<file path="config.mk">
export PLATFORM = sky130hd
export DESIGN_NAME = pll_reset_sequencer_flat
export DESIGN_NICKNAME = d
export VERILOG_FILES = /design/src/rtl/pll_seq_pkg.sv /design/src/rtl/pll_reset_sequencer_if.sv /design/src/rtl/pll_lock_sync.sv /design/src/rtl/pll_reset_sequencer.sv /design/src/flat_wrapper.sv
export SDC_FILE = /design/constraint.sdc
export NUM_CORES = 1
export LEC_CHECK = 0
export CAP_MARGIN = 10
export CORE_UTILIZATION = 30
export DETAILED_ROUTE_END_ITERATION = 8
export SYNTH_ARGS = -nofsm -noshare
export SYNTH_HDL_FRONTEND = slang
export SYNTH_SLANG_ARGS = --single-unit
</file>
<file path="constraint.sdc">
create_clock -name clk -period 3.2 [get_ports clk]
set_clock_uncertainty 0.05 [all_clocks]
set_input_delay 0.64 -clock clk [delete_from_list [all_inputs] [get_ports clk]]
set_output_delay 0.64 -clock clk [all_outputs]
set_load 0.02 [all_outputs]
</file>
<file path="src/rtl/pll_seq_pkg.sv">
// Shared types and sizing helpers for the PLL reset sequencer.
// Contents: state enum, clog2 and counter-width functions, status widths.
package pll_seq_pkg;

    typedef enum logic [2:0] {
        OFF,
        RESET,
        WAIT_LOCK,
        SETTLE,
        RUN,
        FAULT
    } state_t;

    localparam int RETRY_W = 4;
    localparam int LOSS_W  = 8;

    function automatic int clog2(input int v);
        int r;
        r = 0;
        for (int x = v - 1; x > 0; x = x >> 1) begin
            r++;
        end
        return r;
    endfunction

    // One counter covers every timed state, so size it for the longest.
    function automatic int cnt_width(input int a, input int b, input int c);
        int m;
        m = a;
        if (b > m) m = b;
        if (c > m) m = c;
        return clog2(m) + 1;
    endfunction

endpackage

</file>
<file path="src/rtl/pll_reset_sequencer_if.sv">
// Signal bundle between the sequencer and the PLL / reset tree.
// master: sequencer side (drives PLL pins and status); slave: environment.
interface pll_reset_sequencer_if;
    import pll_seq_pkg::*;

    logic               enable;
    logic               pll_locked;
    logic               pll_rst;
    logic               pll_pwrdwn;
    logic               sys_reset;
    logic               ready;
    logic               fault;
    logic [RETRY_W-1:0] retry_count;
    logic [LOSS_W-1:0]  lock_loss_count;

    modport master (
        input  enable, pll_locked,
        output pll_rst, pll_pwrdwn, sys_reset,
        output ready, fault, retry_count, lock_loss_count
    );

    modport slave (
        output enable, pll_locked,
        input  pll_rst, pll_pwrdwn, sys_reset,
        input  ready, fault, retry_count, lock_loss_count
    );
endinterface

</file>
<file path="src/rtl/pll_lock_sync.sv">
// Two-flop synchronizer for asynchronous status pins (e.g. PLL LOCKED).
// Ports: clk, reset (async, high), d (async in), q (synchronized out).
module pll_lock_sync (
    input  logic clk,
    input  logic reset,
    input  logic d,
    output logic q
);
    logic meta;

    always_ff @(posedge clk or posedge reset) begin
        if (reset) begin
            meta <= 1'b0;
            q    <= 1'b0;
        end else begin
            meta <= d;
            q    <= meta;
        end
    end
endmodule

</file>
<file path="src/rtl/pll_reset_sequencer.sv">
// Sequences a PLL through power-down, reset, lock and settle; holds sys_reset.
// Ports: clk, reset (async, high); bus (master): enable/pll_locked in, rest out.
module pll_reset_sequencer
    import pll_seq_pkg::*;
#(
    parameter int RST_HOLD_CYCLES     = 16,
    parameter int LOCK_TIMEOUT_CYCLES = 65536,
    parameter int SETTLE_CYCLES       = 256,
    parameter int MAX_RETRIES         = 3
) (
    input logic                   clk,
    input logic                   reset,
    pll_reset_sequencer_if.master bus
);
    localparam int CW = cnt_width(RST_HOLD_CYCLES,
                                  LOCK_TIMEOUT_CYCLES,
                                  SETTLE_CYCLES);

    state_t             state, state_nx;
    logic [CW-1:0]      cnt, cnt_nx;
    logic [RETRY_W-1:0] retry, retry_nx;
    logic [LOSS_W-1:0]  loss, loss_nx;
    logic               locked_s;
    logic               fail;
    logic               rst_q, pwr_q, sys_q, rdy_q, flt_q;
    logic               rst_nx, pwr_nx, sys_nx, rdy_nx, flt_nx;

    pll_lock_sync u_sync (
        .clk   (clk),
        .reset (reset),
        .d     (bus.pll_locked),
        .q     (locked_s)
    );

    always_comb begin
        state_nx = state;
        retry_nx = retry;
        loss_nx  = loss;
        fail     = 1'b0;
        unique case (state)
            OFF: begin
                if (bus.enable) begin
                    state_nx = RESET;
                    retry_nx = '0;
                end
            end
            RESET: begin
                if (cnt == CW'(RST_HOLD_CYCLES - 1))
                    state_nx = WAIT_LOCK;
            end
            WAIT_LOCK: begin
                if (locked_s)
                    state_nx = SETTLE;
                else if (cnt == CW'(LOCK_TIMEOUT_CYCLES - 1))
                    fail = 1'b1;
            end
            SETTLE: begin
                if (!locked_s)
                    fail = 1'b1;
                else if (cnt == CW'(SETTLE_CYCLES - 1))
                    state_nx = RUN;
            end
            RUN: begin
                if (!locked_s) begin
                    state_nx = RESET;
                    retry_nx = '0;
                    if (loss != '1)
                        loss_nx = loss + 1'b1;
                end
            end
            FAULT: begin
                state_nx = FAULT;
            end
            default: begin
                state_nx = OFF;
            end
        endcase

        if (fail) begin
            retry_nx = retry + 1'b1;
            state_nx = (retry_nx == RETRY_W'(MAX_RETRIES)) ? FAULT : RESET;
        end

        // Power-down request beats every other transition, including counts.
        if (!bus.enable) begin
            state_nx = OFF;
            retry_nx = retry;
            loss_nx  = loss;
        end

        if (state_nx != state ||
            !(state inside {RESET, WAIT_LOCK, SETTLE}))
            cnt_nx = '0;
        else
            cnt_nx = cnt + 1'b1;
    end

    // Outputs are decoded from the next state so they register with it.
    always_comb begin
        rst_nx = 1'b0;
        pwr_nx = 1'b0;
        sys_nx = 1'b1;
        rdy_nx = 1'b0;
        flt_nx = 1'b0;
        unique case (state_nx)
            OFF: begin
                rst_nx = 1'b1;
                pwr_nx = 1'b1;
            end
            RESET: begin
                rst_nx = 1'b1;
            end
            WAIT_LOCK, SETTLE: begin
                rst_nx = 1'b0;
            end
            RUN: begin
                sys_nx = 1'b0;
                rdy_nx = 1'b1;
            end
            FAULT: begin
                rst_nx = 1'b1;
                flt_nx = 1'b1;
            end
            default: begin
                rst_nx = 1'b1;
                pwr_nx = 1'b1;
            end
        endcase
    end

    always_ff @(posedge clk or posedge reset) begin
        if (reset) begin
            state <= OFF;
            cnt   <= '0;
            retry <= '0;
            loss  <= '0;
            rst_q <= 1'b1;
            pwr_q <= 1'b1;
            sys_q <= 1'b1;
            rdy_q <= 1'b0;
            flt_q <= 1'b0;
        end else begin
            state <= state_nx;
            cnt   <= cnt_nx;
            retry <= retry_nx;
            loss  <= loss_nx;
            rst_q <= rst_nx;
            pwr_q <= pwr_nx;
            sys_q <= sys_nx;
            rdy_q <= rdy_nx;
            flt_q <= flt_nx;
        end
    end

    assign bus.pll_rst         = rst_q;
    assign bus.pll_pwrdwn      = pwr_q;
    assign bus.sys_reset       = sys_q;
    assign bus.ready           = rdy_q;
    assign bus.fault           = flt_q;
    assign bus.retry_count     = retry;
    assign bus.lock_loss_count = loss;
endmodule
</file>
<file path="src/flat_wrapper.sv">
// flat-port wrapper written by rule: the top's interface ports become plain ports
module pll_reset_sequencer_flat import pll_seq_pkg::*;
#(
    parameter int RST_HOLD_CYCLES     = 16,
    parameter int LOCK_TIMEOUT_CYCLES = 65536,
    parameter int SETTLE_CYCLES       = 256,
    parameter int MAX_RETRIES         = 3
)
  (clk, reset, bus_enable, bus_pll_locked, bus_pll_rst, bus_pll_pwrdwn, bus_sys_reset, bus_ready, bus_fault, bus_retry_count, bus_lock_loss_count);
  pll_reset_sequencer_if bus_i ();
  input logic clk;
  input logic reset;
  input wire logic [$bits(bus_i.enable)-1:0] bus_enable;
  input wire logic [$bits(bus_i.pll_locked)-1:0] bus_pll_locked;
  output wire logic [$bits(bus_i.pll_rst)-1:0] bus_pll_rst;
  output wire logic [$bits(bus_i.pll_pwrdwn)-1:0] bus_pll_pwrdwn;
  output wire logic [$bits(bus_i.sys_reset)-1:0] bus_sys_reset;
  output wire logic [$bits(bus_i.ready)-1:0] bus_ready;
  output wire logic [$bits(bus_i.fault)-1:0] bus_fault;
  output wire logic [$bits(bus_i.retry_count)-1:0] bus_retry_count;
  output wire logic [$bits(bus_i.lock_loss_count)-1:0] bus_lock_loss_count;
  assign bus_i.enable = bus_enable;
  assign bus_i.pll_locked = bus_pll_locked;
  assign bus_pll_rst = bus_i.pll_rst;
  assign bus_pll_pwrdwn = bus_i.pll_pwrdwn;
  assign bus_sys_reset = bus_i.sys_reset;
  assign bus_ready = bus_i.ready;
  assign bus_fault = bus_i.fault;
  assign bus_retry_count = bus_i.retry_count;
  assign bus_lock_loss_count = bus_i.lock_loss_count;
  pll_reset_sequencer #(.RST_HOLD_CYCLES(RST_HOLD_CYCLES), .LOCK_TIMEOUT_CYCLES(LOCK_TIMEOUT_CYCLES), .SETTLE_CYCLES(SETTLE_CYCLES), .MAX_RETRIES(MAX_RETRIES)) u_core (.clk(clk), .reset(reset), .bus(bus_i));
endmodule
</file>
==> flow_metrics.tcl, run 1 <==
set metrics [dict create \
    multiInputGateArea_um2 910 \
    finalCritPeriodShare 0.796 \
    grt_pass1_vias 1394 \
    globalRouteOverflowTotal 0 \
    slew_headroom 0.568 \
    outcome "completed" \
    crit_slowest_cell "dfrtp_1" \
    synth_area_um2 1930 \
    vdd_drop_max_uv 287 \
    yosysWarnings 0 \
    r2r_start "u_core.cnt[0]" \
    synth_async_sr_flop_share 1.00 \
    met1_usage 0.162 \
    use_met2 0.193 \
    finalSetupViolations 0 \
    ys_seq_elements 39 \
    startpoint_type "flip-flop" \
    clk_latency_ns 0.29 \
    finalPower_mw 1.04 \
    crit_chain "ha_1 > nand4_1 > nor2_1 > buf_4 > and4_1 > ha_1 > nor2_1 > nor2_1 > a41oi_1 > a31o_2 > o311ai_2 > buf_4 > nor2_1" \
    placed_cells 282 \
    fmax_mhz 393 \
    grt_util_met3 0.0341 \
    final_core_util 0.391 \
    startpoint "u_core.cnt[0]" \
    cts_setup_buffers 0 \
    crit_arrival_ns 2.68 \
    ios 21 \
    place.gp.congestion 0.785 \
    worstPathRequired_ns 3.33 \
    post_drt_wl_per_cell_um 12.3 \
    final_antenna_net_count 0 \
    top_usage_layer "met2" \
    fillers 596 \
    tightest_slew_ns 0.649 \
    clk_pin_slew_ns 0.08 \
    grt_pass1_wl_um 6350 \
    post_cts_resized 0 \
    clock_tree.buffer_depth 2 \
    num_vias 1396 \
    powerDensity_nw_per_um2 441 \
    register_area_um2 980 \
    hpwlAfterDp_um 2400 \
    whs_ns 0.303 \
    fin_tns_setup_ns 0 \
    maxCapViolations 0 \
    holdBufCountCts 0 \
    min_from "u_core.u_sync.meta" \
    yosys-top-cells-count "dfrtp_1, nor2_1, nand2_1, xnor2_1" \
    hold_class "flip-flop to flip-flop" \
    core_um2 6060 \
    finalHoldViolCount 0 \
    syn_area_per_cell_um2 10.3 \
    post-place-ws_ns 0.564 \
    fp.dieW_um 82.3 \
    rsz0062_at_grt "no" \
    yosysMostFrequentCell "dfrtp_1" \
    nNetsFinal 224 \
    cts_made_buffers 5 \
    drc 0 \
    start_util 0.319 \
    wirelength_um 3590 \
    slowest_delay_ns 0.37 \
    io_buffers 20 \
    postSynthCellCount 188 \
    period_minus_slack_ns 2.55 \
    grtUsageTotal 0.126 \
    place_area_um2 2230 \
    antenna_found_initial 0 \
    clock_tree.root_cell "clkbuf_8" \
    cts_tree "done" \
    first_pass_iters 4 \
    cts.sinks 39 \
    worstPathMaxFanout 15 \
    path_class "flip-flop to flip-flop" \
    cp-end-kind "flip-flop" \
    seq_area_frac_synth 0.506 \
    leakage_nw 0.994 \
    synth_top_area_share 0.466 \
    synth_edf_count 0 \
    drt_iter0_markers 120 \
    std_cell_rows 28 \
    h-tree-depth 2 \
    design_area_um2 2370 \
    layoutNonFillerInstCount 291 \
    fp.dieH_um 82.3 \
    grt_max_degree 40 \
    synthTopCellsByArea "dfrtp_1, nor2_1, xnor2_1" \
    drive_above_1_share 0.102 \
    area_delta_synth_final_pct 22.4 \
    synth_nets 197 \
    synth_ff_type "dfrtp_1" \
    n_antenna_cell 0 \
    vias_per_cell 4.80 \
    cp_common_cell "nor2_1" \
    drv_slew 0 \
    yosysTopAreaCell "dfrtp_1" \
    die_area_um2 6770 \
    ys_types 41 \
    worst_slack_ns 0.653 \
]
power breakdown:
part           total, mW  internal [mW]  switching, mW
Combinational     0.0540         0.0206         0.0334
Clock              0.483          0.312          0.172
Sequential         0.506          0.498        0.00768
area by class of cell:
| type | count | area share |
|---|---|---|
| inverters | 6 | 0.00951 |
| multi-input cells | 139 | 0.384 |
| flip-flops and latches | 39 | 0.414 |
| clock buffers | 6 | 0.0306 |
| well taps | 75 | 0.0396 |
| clock inverters | 2 | 0.0254 |
| repair buffers | 24 | 0.0972 |
placed cells by master (no fill, tap or decap), drive strengths merged, types with 2 or more instances in the layout:
cell           instances
a21oi                  6
a311oi                 2
a31oi                  2
a41oi                  2
and2                   2
and3                   5
and4                   3
buf                    4
bufinv                 2
clkbuf                 6
clkdlybuf4s50         20
dfrtp                 36
dfstp                  3
ha                     5
inv                    6
mux2                   2
nand2                 18
nand2b                 2
nand3                  9
nand4                  5
nor2                  30
nor2b                  3
nor4                   2
o21ai                  6
o2bb2ai                2
xnor2                 12
xor2                   9
routing by layer:
| layer | part of all wire | wire length (um) |
|---|---|---|
| met4 | 0.017 | 62 |
| met5 | 0 | 0 |
| met3 | 0.044 | 159 |
| met2 | 0.44 | 1560 |
| met1 | 0.50 | 1810 |
worst paths after layout:
| path | to | slack (ns) | cells after the start |
|---|---|---|---|
| min reg2reg | u_core.u_sync.q | 0.30 | 0 |
| min | u_core.u_sync.q | 0.30 | 0 |
| max reg2reg | u_core.cnt[10] | 0.65 | 13 |
| max | u_core.cnt[10] | 0.65 | 13 |
| min in group asynchronous | u_core.cnt[13] | 0.70 | 3 |
| max in group asynchronous | u_core.bus.pll_pwrdwn | 2.04 | 3 |
critical path: cells and delay by family (launching register included):
| family | cells | cell delay, ns |
|---|---|---|
| compound gates | 3 | 0.49 |
| simple gates | 6 | 0.70 |
| buf+inv | 2 | 0.44 |
| fa+ha+maj | 2 | 0.38 |
| flops | 1 | 0.37 |
logic make-up after synthesis:
kind of cell / share of synthesized area
multiplexers: 0.0116
buffers and inverters: 0.0233
flip-flops: 0.506
AO/OA/AOI/OAI: 0.107
AND/OR/NAND/NOR: 0.224
XOR/XNOR: 0.0951
adder cells (fa/ha/maj): 0.0323
sequential cells by signal, summed over array words and instances (netlist names):
register                    count
u_core.bus.fault                1
u_core.bus.lock_loss_count      8
u_core.bus.pll_pwrdwn           1
u_core.bus.pll_rst              1
u_core.bus.ready                1
u_core.bus.retry_count          4
u_core.bus.sys_reset            1
u_core.cnt                     17
u_core.state                    3
u_core.u_sync.meta              1
u_core.u_sync.q                 1
Power figures use the tool's default switching activity.
==> run 2, diff against run 1 <==
- clock period: 3.2 -> 2.35 ns (I/O delays scaled with it)
==> run 2 against run 1 <==
Global-route usage is essentially flat. Critical path depth decreased by 1. Die area is the same. Cell area up 9.1%. Largest power group unchanged. Sequential power grew 36%. Critical endpoint is now u_core.bus.fault. Sequential share of layout area is 3.5 points lower. Utilization up 3.6 points.
==> flow_metrics.tcl, run 2 (synthesis results as in run 1) <==
set metrics [dict create \
    outcome "completed" \
    leakage_nw 1.11 \
    grtUsageTotal 0.125 \
    crit_chain "ha_2 > nand4_1 > nor2_2 > and4_1 > ha_2 > nor2_2 > nor2_2 > buf_6 > nand2_4 > o221a_1 > nor3_4 > nor2b_4" \
    final_core_util 0.427 \
    clk_pin_slew_ns 0.08 \
    crit_end "u_core.bus.fault" \
    globalRouteOverflowTotal 0 \
    mostFrequentLayoutCells "dfrtp_1, nor2_1, buf_4, clkdlybuf4s50_1, nand2_1" \
    ios 21 \
    slowest_delay_ns 0.35 \
    slew_headroom 0.651 \
    worstPathMaxFanout 5 \
    clk_latency_ns 0.29 \
    antenna_found_initial 0 \
    finalHoldViolCount 0 \
    finalCritPeriodShare 0.993 \
    startpoint_type "flip-flop" \
    fp.dieW_um 82.3 \
    reg2reg_depth 12 \
    fmax_mhz 428 \
    wirelength_um 3810 \
    fillers 596 \
    design_area_um2 2580 \
    holdBufCountCts 0 \
    vias_per_cell 4.91 \
    cp_common_cell "nor2_2" \
    fp.dieH_um 82.3 \
    cts_made_buffers 5 \
    num_vias 1532 \
    vdd_drop_max_uv 338 \
    crit_arrival_ns 2.52 \
    drt_iter0_markers 87 \
    grt_pass1_wl_um 6420 \
    maxCapViolations 0 \
    die_area_um2 6770 \
    path_class "flip-flop to flip-flop" \
    powerDensity_nw_per_um2 526 \
    core_um2 6060 \
    rsz0062_at_grt "yes" \
    cp-end-kind "flip-flop" \
    startpoint "u_core.cnt[1]" \
    grt_pass1_vias 1416 \
    clock_tree.root_cell "clkbuf_8" \
    largest-register "u_core.cnt" \
    place.gp.congestion 0.778 \
    io_buffers 20 \
    cts_tree "done" \
    crit_family "simple AND/OR/NAND/NOR gates" \
    worstPathRequired_ns 2.54 \
    clock_tree.buffer_depth 2 \
    drc 0 \
    hpwlAfterDp_um 2540 \
    rrSetupSlack_ns 0.02 \
    drv_slew 0 \
    n_antenna_cell 0 \
    path_buf_inv 1 \
    largest_register_ffs 17 \
    drive_above_1_share 0.236 \
    r2r_end "u_core.bus.fault" \
    area_delta_synth_final_pct 33.6 \
    period_minus_slack_ns 2.33 \
    hold_class "flip-flop to flip-flop" \
    place_area_um2 2350 \
    tightest_slew_ns 0.522 \
    grt_max_degree 40 \
    first_pass_iters 4 \
    cts.sinks 39 \
    r2r_start "u_core.cnt[1]" \
    h-tree-depth 2 \
    post_drt_wl_per_cell_um 12.2 \
    crit_slowest_cell "dfrtp_1" \
    finalSetupViolations 0 \
    start_util 0.319 \
    std_cell_rows 28 \
    final_antenna_net_count 0 \
    final_common_cell "dfrtp_1" \
    nNetsFinal 245 \
    cp.depth 12 \
]
-- run 2: area by class of cell --
| type | count | area (um2) | area share |
|---|---|---|---|
| Clock inverter | 2 | 35.0 | 0.0136 |
| Tap cell | 75 | 93.8 | 0.0363 |
| Multi-Input combinational cell | 139 | 976 | 0.378 |
| Inverter | 6 | 22.5 | 0.00871 |
| Clock buffer | 6 | 82.6 | 0.0319 |
| Sequential cell | 39 | 980 | 0.379 |
| Timing Repair Buffer | 45 | 395 | 0.153 |
-- run 2: how the worst min path moves through the flow --
stage / from / end / depth (start not counted)
finish: u_core.u_sync.meta / u_core.u_sync.q / 0
floorplan: u_core.u_sync.meta / u_core.u_sync.q / 0
global route: u_core.u_sync.meta / u_core.u_sync.q / 0
detailed placement: u_core.u_sync.meta / u_core.u_sync.q / 0
global placement: u_core.u_sync.meta / u_core.u_sync.q / 0
CTS: u_core.u_sync.meta / u_core.u_sync.q / 0
-- run 2: what timing repair did --
item | CTS | global route
resized for setup | 1 | 17
endpoints found under the setup margin | 15 | 25
pin swaps | 0 | 9
setup buffers | 0 | 6
-- run 2: where the power goes --
group | switching [mW] | total [mW] | internal, mW
Sequential | 0.0116 | 0.690 | 0.679
Clock | 0.238 | 0.581 | 0.344
Combinational | 0.0507 | 0.0880 | 0.0373
-- run 2: per-layer routing --
metal  part of all wire  global-route usage  wire length [um]
met1               0.48               0.167              1810
met2               0.47               0.193              1800
met3              0.035              0.0341               134
met4              0.015              0.0474                57
met5                  0                   0                 0
-- run 2: stage by stage --
stage                     setup slack [ns]  instances  setup TNS [ns]  hold slack [ns]  power (mW)
after floorplan                     0.0194        188               0            0.281       0.752
after global placement              0.0334        298               0            0.287       0.782
after detailed placement            0.0139        298               0            0.287       0.782
after CTS                          0.00455        306               0            0.305        1.37
after global routing                -0.112        312           -1.35            0.336        1.41
final                               0.0154        312               0            0.305        1.36
==> run 3, diff against run 2 <==
- GPL_ROUTABILITY_DRIVEN: default -> 0
- SETUP_SLACK_MARGIN: default -> 0.02
==> run 3 against run 2 <==
Global-route usage down 0.68 points. Sequential cell count unchanged. Highest routed layer unchanged. Die area unchanged. Largest cell class unchanged. Critical endpoint is now u_core.cnt[11]. Critical path depth shrank 1. Sequential share of layout area is 0.96 points higher. Clock power fell by 22%.
==> flow_metrics.tcl, run 3 (synthesis results as in run 1) <==
set metrics [dict create \
    wirelength_um 3800 \
    crit_family "simple AND/OR/NAND/NOR gates" \
    finalSetupViolations 0 \
    crit_arrival_ns 2.42 \
    h-tree-depth 2 \
    core_um2 6060 \
    hold_class "flip-flop to flip-flop" \
    finalPower_mw 1.24 \
    drc 0 \
    io_buffers 20 \
    whs_ns 0.315 \
    clock_tree.root_cell "clkbuf_8" \
    crit_end "u_core.cnt[11]" \
    final_core_util 0.416 \
    fp.dieW_um 82.3 \
    start_util 0.319 \
    cts.sinks 39 \
    reg2reg_depth 11 \
    hpwlAfterDp_um 2500 \
    design_area_um2 2520 \
    cts_made_buffers 5 \
    power.clock.fraction 0.366 \
    startpoint "u_core.cnt[10]" \
    rsz0062_at_grt "yes" \
    crit_slowest_cell "dfrtp_1" \
    num_vias 1483 \
    nNetsFinal 237 \
    drv_slew 0 \
    outcome "completed" \
    switching_power_mw 0.285 \
    p_sw_frac 0.229 \
    post_drt_wl_per_cell_um 12.5 \
    path_buf_inv 1 \
    powerDensity_nw_per_um2 493 \
    final_common_cell "dfrtp_1" \
    largest-register "u_core.cnt" \
    clock_tree.buffer_depth 2 \
    startpoint_type "flip-flop" \
    place_area_um2 2310 \
    r2r_start "u_core.cnt[10]" \
    path_class "flip-flop to flip-flop" \
    area_delta_synth_final_pct 30.3 \
    die_area_um2 6770 \
    fmax_mhz 442 \
    grtUsageTotal 0.119 \
    antenna_found_initial 0 \
    grt_pass1_wl_um 6210 \
    holdBufCountCts 0 \
    crit_chain "and4_4 > and3_4 > and4_1 > ha_2 > nor2_2 > nor2_2 > a41oi_2 > a31o_2 > o311ai_4 > clkbuf_16 > nor2_2" \
    finalHoldViolCount 0 \
    cts_tree "done" \
    drive_above_1_share 0.214 \
    worstPathRequired_ns 2.51 \
    clk_pin_slew_ns 0.08 \
    finalCritPeriodShare 0.963 \
    period_minus_slack_ns 2.26 \
    n_antenna_cell 0 \
    worstPathMaxFanout 5 \
    grt_max_degree 40 \
    ios 21 \
    cp-end-kind "flip-flop" \
    slew_headroom 0.670 \
    r2r_end "u_core.cnt[11]" \
    tightest_slew_ns 0.494 \
    mostFrequentLayoutCells "dfrtp_1, nor2_1, clkdlybuf4s50_1, nand2_1, buf_4" \
    maxCapViolations 0 \
    globalRouteOverflowTotal 0 \
    p_int_mw 0.959 \
    final_antenna_net_count 0 \
    largest_register_ffs 17 \
    clk_latency_ns 0.28 \
    power_frac_seq 0.556 \
    grt_pass1_vias 1379 \
    pwr-share-comb 0.079 \
    slowest_delay_ns 0.41 \
    cp_common_cell "nor2_2" \
    cp.depth 11 \
    first_pass_iters 4 \
    vdd_drop_max_uv 385 \
    leakage_nw 1.06 \
    vias_per_cell 4.88 \
    rrSetupSlack_ns 0.09 \
    std_cell_rows 28 \
    fp.dieH_um 82.3 \
    drt_iter0_markers 85 \
]
==> run 3: worst min path at each step <==
stage | from | to | slack [ns] | cells past startpoint
2_1_floorplan | u_core.u_sync.meta | u_core.u_sync.q | 0.28 | 0
3_3_place_gp | u_core.u_sync.meta | u_core.u_sync.q | 0.30 | 0
3_5_place_dp | u_core.u_sync.meta | u_core.u_sync.q | 0.30 | 0
4_1_cts | u_core.u_sync.meta | u_core.u_sync.q | 0.32 | 0
5_1_grt | u_core.u_sync.meta | u_core.u_sync.q | 0.33 | 0
6_report | u_core.u_sync.meta | u_core.u_sync.q | 0.31 | 0
==> run 3: worst register-to-register path: cells and delay by family (launching register included) <==
family	cells	cell delay, ns
flops	1	0.41
buf+inv	1	0.20
compound gates	3	0.52
simple gates	6	0.84
fa+ha+maj	1	0.18
==> run 3: per-stage QoR <==
step | setup WS [ns] | instances | TNS, ns
after floorplan | 0.0949 | 188 | 0
after global placement | 0.0719 | 291 | 0
after detailed placement | 0.0205 | 291 | 0
after CTS | 0.00384 | 299 | 0
after global routing | -0.0156 | 304 | -0.0502
final | 0.0878 | 304 | 0
==> run 3: per-layer routing <==
layer | global-route usage | part of all wire | vias to the layer above
li1 | - | - | 739
met1 | 0.160 | 0.50 | 709
met2 | 0.188 | 0.46 | 33
met3 | 0.0330 | 0.038 | 2
met4 | 0.0263 | 0.0050 | 0
met5 | 0 | 0 | -
==> run 3: timing repair <==
item	CTS	global route
endpoints found under the setup margin	5	23
gates resized for setup	0	18
pin swaps	0	4
gates cloned	0	2
setup buffers	0	3
==> run 3: final cells by class <==
class | instances | area (um2)
timing repair buffer | 37 | 357
clock buffer | 7 | 86.3
fill | 591 | 3540
clock inverter | 1 | 5.00
sequential | 39 | 980
inverter | 6 | 22.5
multi-input combinational | 139 | 977
tap | 75 | 93.8
==> run 3: power by group through the flow <==
stage	combinational, mW	sequential (mW)	clock (mW)
global route	0.108	0.692	0.503
floorplan	0.0526	0.699	0
detailed placement	0.0835	0.702	0
finish	0.0979	0.691	0.455
global placement	0.0834	0.702	0
CTS	0.0840	0.689	0.477
